File: src/rtl/wb_stage.sv
// wb_stage: write-back stage of the 5-stage MIPS pipeline.
//
// Takes the MEM/WB pipeline-register outputs, picks the write-back value and
// owns the 32x32 register file. The ID stage reads that file through two
// combinational ports that return same-cycle write-back data first. The block
// decodes syscalls for halt and display, and keeps retire and cycle counters.
//
// Ports:
//   CLK, RST_N            clock (rising edge), asynchronous active-low reset
//   Eff                   slot in WB holds a real instruction
//   Instr, PC             instruction word and its address
//   PC_plus_four          JAL link value
//   AluResult, MemData    ALU result and data-memory read data
//   JAL, MemToReg         write-back source select (JAL has priority)
//   RegWrite, WAdr        register write request and destination
//   R1Adr/R1, R2Adr/R2    ID-stage read ports
//   WData, WE, WAdr_Out   write-back bus, exported for forwarding
//   Halt                  sticky halt, set by the halting syscall
//   Display               last $a0 value latched by the display syscall
//   RetireCount           retired effective instructions
//   CycleCount            cycles spent running
//   LastPC                PC of the last retired instruction
module wb_stage #(
  parameter int HALT_CODE = 10,
  parameter int DISP_CODE = 34,
  parameter int CNT_W     = 32
) (
  input  logic             CLK,
  input  logic             RST_N,
  input  logic             Eff,
  input  logic [31:0]      Instr,
  input  logic [31:0]      PC,
  input  logic [31:0]      PC_plus_four,
  input  logic [31:0]      AluResult,
  input  logic [31:0]      MemData,
  input  logic             JAL,
  input  logic             MemToReg,
  input  logic             RegWrite,
  input  logic [4:0]       WAdr,
  input  logic [4:0]       R1Adr,
  input  logic [4:0]       R2Adr,
  output logic [31:0]      R1,
  output logic [31:0]      R2,
  output logic [31:0]      WData,
  output logic             WE,
  output logic [4:0]       WAdr_Out,
  output logic             Halt,
  output logic [31:0]      Display,
  output logic [CNT_W-1:0] RetireCount,
  output logic [CNT_W-1:0] CycleCount,
  output logic [31:0]      LastPC
);

  localparam logic [31:0]      HALT_V  = 32'(HALT_CODE);
  localparam logic [31:0]      DISP_V  = 32'(DISP_CODE);
  localparam logic [CNT_W-1:0] CNT_ONE = CNT_W'(1);

  typedef enum logic {ST_RUN, ST_HALT} state_t;

  state_t      state, state_nxt;
  logic [31:0] regs [32];
  logic        run;
  logic        sys;
  logic [31:0] v0, a0;

  // Only the opcode and funct fields matter for syscall decode.
  logic unused_instr;
  assign unused_instr = ^Instr[25:6];

  assign run      = (state == ST_RUN);
  assign WAdr_Out = WAdr;
  assign Halt     = (state == ST_HALT);

  always_comb begin
    WData = AluResult;
    if (JAL)
      WData = PC_plus_four;
    else if (MemToReg)
      WData = MemData;
  end

  assign WE = Eff & RegWrite & (WAdr != 5'd0) & run;

  // Write-first read ports: a register being written this cycle is returned
  // from the write-back bus, so ID never sees a stale value.
  always_comb begin
    R1 = regs[R1Adr];
    if (R1Adr == 5'd0)
      R1 = '0;
    else if (WE && (R1Adr == WAdr))
      R1 = WData;
  end

  always_comb begin
    R2 = regs[R2Adr];
    if (R2Adr == 5'd0)
      R2 = '0;
    else if (WE && (R2Adr == WAdr))
      R2 = WData;
  end

  // A syscall never writes a register, so $v0/$a0 come straight from the array.
  assign sys = Eff & (Instr[31:26] == 6'd0) & (Instr[5:0] == 6'h0C);
  assign v0  = regs[2];
  assign a0  = regs[4];

  always_comb begin
    state_nxt = state;
    if (run && sys && (v0 == HALT_V))
      state_nxt = ST_HALT;
  end

  always_ff @(posedge CLK or negedge RST_N) begin
    if (!RST_N)
      state <= ST_RUN;
    else
      state <= state_nxt;
  end

  // Register file: WE already excludes $0 and the halted state.
  always_ff @(posedge CLK or negedge RST_N) begin
    if (!RST_N) begin
      for (int i = 0; i < 32; i++)
        regs[i] <= '0;
    end else if (WE) begin
      regs[WAdr] <= WData;
    end
  end

  // Statistics and display freeze once halted; the edge that enters HALT
  // still counts as a run cycle and retires the halting syscall.
  always_ff @(posedge CLK or negedge RST_N) begin
    if (!RST_N) begin
      Display     <= '0;
      RetireCount <= '0;
      CycleCount  <= '0;
      LastPC      <= '0;
    end else if (run) begin
      CycleCount <= CycleCount + CNT_ONE;
      if (Eff) begin
        RetireCount <= RetireCount + CNT_ONE;
        LastPC      <= PC;
      end
      if (sys && (v0 == DISP_V))
        Display <= a0;
    end
  end

endmodule

File: config.mk
export PLATFORM = sky130hd
export DESIGN_NAME = wb_stage
export DESIGN_NICKNAME = d
export VERILOG_FILES = /design/src/rtl/wb_stage.sv
export SDC_FILE = /design/constraint.sdc
export NUM_CORES = 2
export LEC_CHECK = 0
export CAP_MARGIN = 20
export CORE_UTILIZATION = 35
export CTS_BUF_LIST = sky130_fd_sc_hd__clkbuf_2
export CTS_CLUSTER_DIAMETER = 50
export DETAILED_ROUTE_END_ITERATION = 16
export HOLD_SLACK_MARGIN = 0.15
export SYNTH_ARGS = -nofsm -noshare
export SYNTH_HDL_FRONTEND = slang
export SYNTH_SLANG_ARGS = --single-unit
File: constraint.sdc
create_clock -name CLK -period 6.1 [get_ports CLK]
set_input_delay 1.22 -clock CLK [delete_from_list [all_inputs] [get_ports CLK]]
set_output_delay 1.22 -clock CLK [all_outputs]
set_load 0.02 [all_outputs]
# Word level (Yosys, flattened, before mapping)
# Index checks and enable logic that the tools add are counted.
# op_classes
n_reduce_logical	12
n_mux	15
order_cmp	4
addsub	2
eq_ne	5
bitwise_logic	9
# ops
operator	count
$bwmux 1024	1
$mux 32	11
$bmux 32 s5	2
$demux 32 s5	1
$add 32x1->32 const B	2
$eq 32x4->1 const B	1
$eq 32x6->1 const B	1
$ge 6x6->1 const B	3
$not 5->6	3
$eq 5x5->1	2
$logic_not 5->1	2
$eq 6x4->1 const B	1
$logic_and 1x1->1	6
$logic_not 6->1	1
$lt 6x1->1 const B	1
$and 1x1->1	5
$reduce_bool 5->1	1
$reduce_and 2->1	2
$not 1->1	1
# word_totals
out_inout_bits	231
regBits	1153

# Longest topological paths before layout
# depth
ltp_word	6
depth_mapped	11

# Worst setup path before layout
# OpenSTA, ideal clock, no wires.
# synth_path
path_kind	input -> output
start	input port R1Adr[0]
end	output port R1[5]
t_required_ps	4880
path_buffers	5
slack_ps	1724
stages	10
t_arrival_ps	3156
path_cell_list	buf_4 buf_6 buf_6 buf_6 buf_6 o21ai_0 o22ai_1 a2111oi_0 nor3_1 a211oi_1
# synth_via
elab_chain_len	6
elab_cells_between_ends	9
classes_between	1 x eq/ne; 5 x mux; 1 x bitwise; 2 x reduce/logical
# synth_lines
element	line	rtl
start: declaration	40	input logic [4:0] R1Adr,
$not 5->6 (not written as such)	87	R1 = regs[R1Adr];
$bmux 32 s5	87	
$mux 32 (not written as such) (2 in series)	87	
$mux 32	90	else if (WE && (R1Adr == WAdr))
$mux 32 (*)	88	if (R1Adr == 5'd0)
end: declaration	42	output logic [31:0] R1,
# Every way passes the cells marked *; elsewhere a longest branch is shown, timed or not. The select of a mux whose other input is x is not followed.

# Final worst setup path
# layout_path
start	input port R1Adr[4]
end	output port R1[25]
# Same word-level chain as after synthesis.

==> impl_metrics.json <==
{
  "area_taken_by_flip_flops_and_latches_mm2": 0.0289,
  "drive_gt1_frac": 0.203,
  "finalClockSkew_ns": 0.100,
  "coreArea_mm2": 0.168,
  "layout_min_cycle_time_ns": 5.96,
  "clockRootBuffer": "sky130_fd_sc_hd__clkbuf_2",
  "syn_inst": 5666,
  "final.period_utilization": 0.976,
  "floorplan.die_area_mm2": 0.171,
  "setup.worst_path.class": "in2out",
  "fillCellCount": 16400,
  "ys.flop_type": "sky130_fd_sc_hd__dfrtp_1",
  "run_status": "complete, no violations",
  "timing.final.setup_violations": 0,
  "gpl_congestion": 0.881,
  "dieWidth_um": 414,
  "power_per_cell_area_mw_per_mm2": 262,
  "boundaryPins": 412,
  "io_buffers": 391,
  "report.final.slew_viol_count": 0,
  "die_height_um": 414,
  "worst_hold_path_type": "in2reg",
  "power.ir.vdd_worst_v": 0.000141,
  "worst_setup_path_end_kind": "primary output",
  "p_leak_nw": 30.8,
  "dr.first_iter.drc_count": 4503,
  "rsz0062_at_grt": "no",
  "postLayoutSetupSlackWorst_ns": 0.145,
  "total_area_of_multi_input_combinational_cells_mm2": 0.0283,
  "worstMarginPinSlew_ns": 1.27,
  "synth-warning-count": 0,
  "clock_sinks": 1153,
  "place_hpwl_um": 135000,
  "cp-start-kind": "input port",
  "wire_length_per_cell_after_detailed_routing_um": 24.6,
  "synth.ff_latch_count": 1153,
  "cts.clk_slew.worst_paths_ns": 0.10,
  "cts_tree": "built",
  "synth_cell_types": 52,
  "synth_area_per_inst_um2": 10.5,
  "cts-root-to-sink-buffers": 4,
  "whs_ns": 0.349,
  "fmaxAchievable_mhz": 168,
  "required_ns": 4.88,
  "cts_inserted_buffers": 316,
  "post-cts-setup-buffers": 0,
  "synthToLayoutAreaGrowth_pct": 16.6,
  "maxCapViolations": 0,
  "hold_viol_final": 0,
  "clkLatencyLatePin_ns": 1.65,
  "pin_count_of_the_biggest_net_entering_global_routing": 163,
  "critical_path.max_fanout": 14,
  "yosysSeqAreaShare": 0.486,
  "remaining_drc_errors": 0,
  "first_pass_grt_wire_length_um": 310000,
  "synth_top_area_frac": 0.486,
  "drtPass1Iterations": 6,
  "route.final.wire_length_um": 209000,
  "vias_in_the_first_global_route": 47800,
  "place_worst_setup_slack_ns": 0.0180,
  "floorplan.initialDensity": 0.354,
  "timing.critical_path.arrival_ns": 4.74,
  "row_count": 150,
  "vias": 47700,
  "viasPerCell": 5.63,
  "mappedNetlistNets": 5849,
  "final_nets": 6267,
  "synth_edf_count": 0,
  "syn-cell-area_mm2": 0.0593,
  "antenna_found_initial": 6,
  "globalRouteTotalUtil": 0.242,
  "slew_headroom": 0.131,
  "ant_nets": 0,
  "grt-ovfl-total": 0,
  "htree_levels": 5,
  "ys_top_cells_by_area": "sky130_fd_sc_hd__dfrtp_1 49%, sky130_fd_sc_hd__mux4_2 11%, sky130_fd_sc_hd__o21ai_0 8.6%, sky130_fd_sc_hd__mux2i_1 7.9%, sky130_fd_sc_hd__nand2_1 6.8%",
  "synthArstFlopShare": 1.00,
  "largest_area_contributor_in_the_synthesized_netlist": "sky130_fd_sc_hd__dfrtp_1"
}
[placed cells by master, fill, tap and decap left out, types with 7 or more instances in the layout]
cell and instances:
sky130_fd_sc_hd__dfrtp_1 1152, sky130_fd_sc_hd__nand2_1 1045, sky130_fd_sc_hd__o21ai_0 1023, sky130_fd_sc_hd__mux2i_1 468, sky130_fd_sc_hd__clkbuf_2 431, sky130_fd_sc_hd__clkdlybuf4s50_1 345, sky130_fd_sc_hd__mux4_2 294, sky130_fd_sc_hd__buf_4 252
sky130_fd_sc_hd__a22oi_1 148, sky130_fd_sc_hd__nor2_1 144, sky130_fd_sc_hd__mux2_2 133, sky130_fd_sc_hd__a21oi_1 75, sky130_fd_sc_hd__nor3_1 65, sky130_fd_sc_hd__o211ai_1 62, sky130_fd_sc_hd__a211oi_1 60, sky130_fd_sc_hd__clkinv_1 58
sky130_fd_sc_hd__xnor2_1 52, sky130_fd_sc_hd__o22ai_1 51, sky130_fd_sc_hd__buf_12 40, sky130_fd_sc_hd__inv_1 37, sky130_fd_sc_hd__a2111oi_0 32, sky130_fd_sc_hd__a221oi_1 31, sky130_fd_sc_hd__dlygate4sd3_1 31, sky130_fd_sc_hd__a21oi_4 29
sky130_fd_sc_hd__nand3_1 27, sky130_fd_sc_hd__nand2_2 24, sky130_fd_sc_hd__xor2_1 20, sky130_fd_sc_hd__nand4_1 11, sky130_fd_sc_hd__nand2b_1 9, sky130_fd_sc_hd__and3_1 9, sky130_fd_sc_hd__nor4_1 9, sky130_fd_sc_hd__nand2_4 8
sky130_fd_sc_hd__and2_1 7
[what timing repair did]
action	4_1_cts	5_1_grt
hold endpoints to repair	303	0
gates cloned	1	0
resized for setup	10	1
pin swaps	1	0
endpoints found under the setup margin	59	1
hold buffers	32	0
[state kept, by name (all words and copies together) (netlist names)]
signal and cells:
v0 32, a0 32, CycleCount 32, regs 960
Halt 1, LastPC 32, Display 32, RetireCount 32
[report_power, final]
group | internal (mW) | total, mW | switching [mW]
combinational | 1.67 | 3.71 | 2.05
clock | 1.95 | 5.19 | 3.24
sequential | 8.52 | 9.24 | 0.720
[final timing paths]
| check | to | slack [ns] | cells past startpoint | from |
|---|---|---|---|---|
| setup / recovery | R1[25] | 0.14 | 8 | R1Adr[4] |
| hold / removal | LastPC[0] | 0.35 | 2 | PC[0] |
| setup reg to reg | Display[27] | 2.90 | 6 | v0[31] |
| hold reg to reg | regs[1001] | 0.40 | 0 | regs[1001] |
| max in group asynchronous | regs[66] | 4.26 | 4 | RST_N |
| min in group asynchronous | regs[911] | 0.63 | 3 | RST_N |
[cell families (layout without fill, tap and decap cells)]
| family | Yosys count | count (layout) | synth area share |
|---|---|---|---|
| AOI/OAI and AO/OA | 1524 | 1524 | 0.145 |
| xor gates and xnor gates | 72 | 72 | 0.0106 |
| DFF | 1153 | 1153 | 0.486 |
| other | 0 | 6 | 0 |
| and+or+nand+nor | 1402 | 1402 | 0.0959 |
| adders and majority gates | 2 | 2 | 0.000422 |
| muxes | 895 | 895 | 0.216 |
| buffers and inverters | 618 | 1219 | 0.0455 |
[layer usage]
| layer | global-route usage | up-vias | routed length (um) |
|---|---|---|---|
| met5 | 0 | - | 27 |
| met4 | 0.106 | 4 | 8710 |
| met3 | 0.0570 | 468 | 17700 |
| met2 | 0.382 | 2156 | 96100 |
| met1 | 0.316 | 23700 | 86000 |
| li1 | - | 21300 | - |
[synth_stat cells (all sizes together) (7+ instances only)]
library cell and number:
xnor2 52, a22oi 148, buf 168, mux2 133, a211oi 65, o21ai 1023
mux2i 468, nor4 13, mux4 294, and2 7, dfrtp 1153, nor2b 7
nor3b 7, a21oi 107, xor2 20, nand2 1077, clkbuf 413, o211ai 62
inv 37, nand2b 9, o22ai 51, nor3 67, nand3 28, nand4 11
and3 9, a2111oi 32, nor2 146, a221oi 31
[through the flow]
step                      instance area (um^2)  total power, mW  cells   util  TNS (ns)
after floorplan                          59300             11.4   5666      -         0
after global placement                   66300             12.9   7936  0.395  -0.00194
after detailed placement                 66300             13.0   7936  0.395         0
after CTS                                69200             18.3   8470  0.412         0
after global routing                     69200             19.1   8473  0.412         0
final                                    69200             18.1   8477  0.412         0
[layout make-up]
cell class              instances  area share
repair buffers                681      0.0959
diodes                          6    0.000217
flip-flops and latches       1153       0.417
well taps                    2204      0.0398
clock buffers                 430      0.0311
clock inverters                71     0.00472
inverters                      37     0.00201
multi-input cells            3895       0.409
[critical path, stage by stage]
cell and delay (ns):
sky130_fd_sc_hd__buf_2 0.41, sky130_fd_sc_hd__or3_1 0.66, sky130_fd_sc_hd__buf_4 0.25, sky130_fd_sc_hd__o22ai_1 0.09, sky130_fd_sc_hd__a2111oi_0 0.88, sky130_fd_sc_hd__nor3_1 0.23, sky130_fd_sc_hd__a211oi_1 0.29, sky130_fd_sc_hd__clkdlybuf4s50_1 0.66
(Power assumes the default switching activity.)
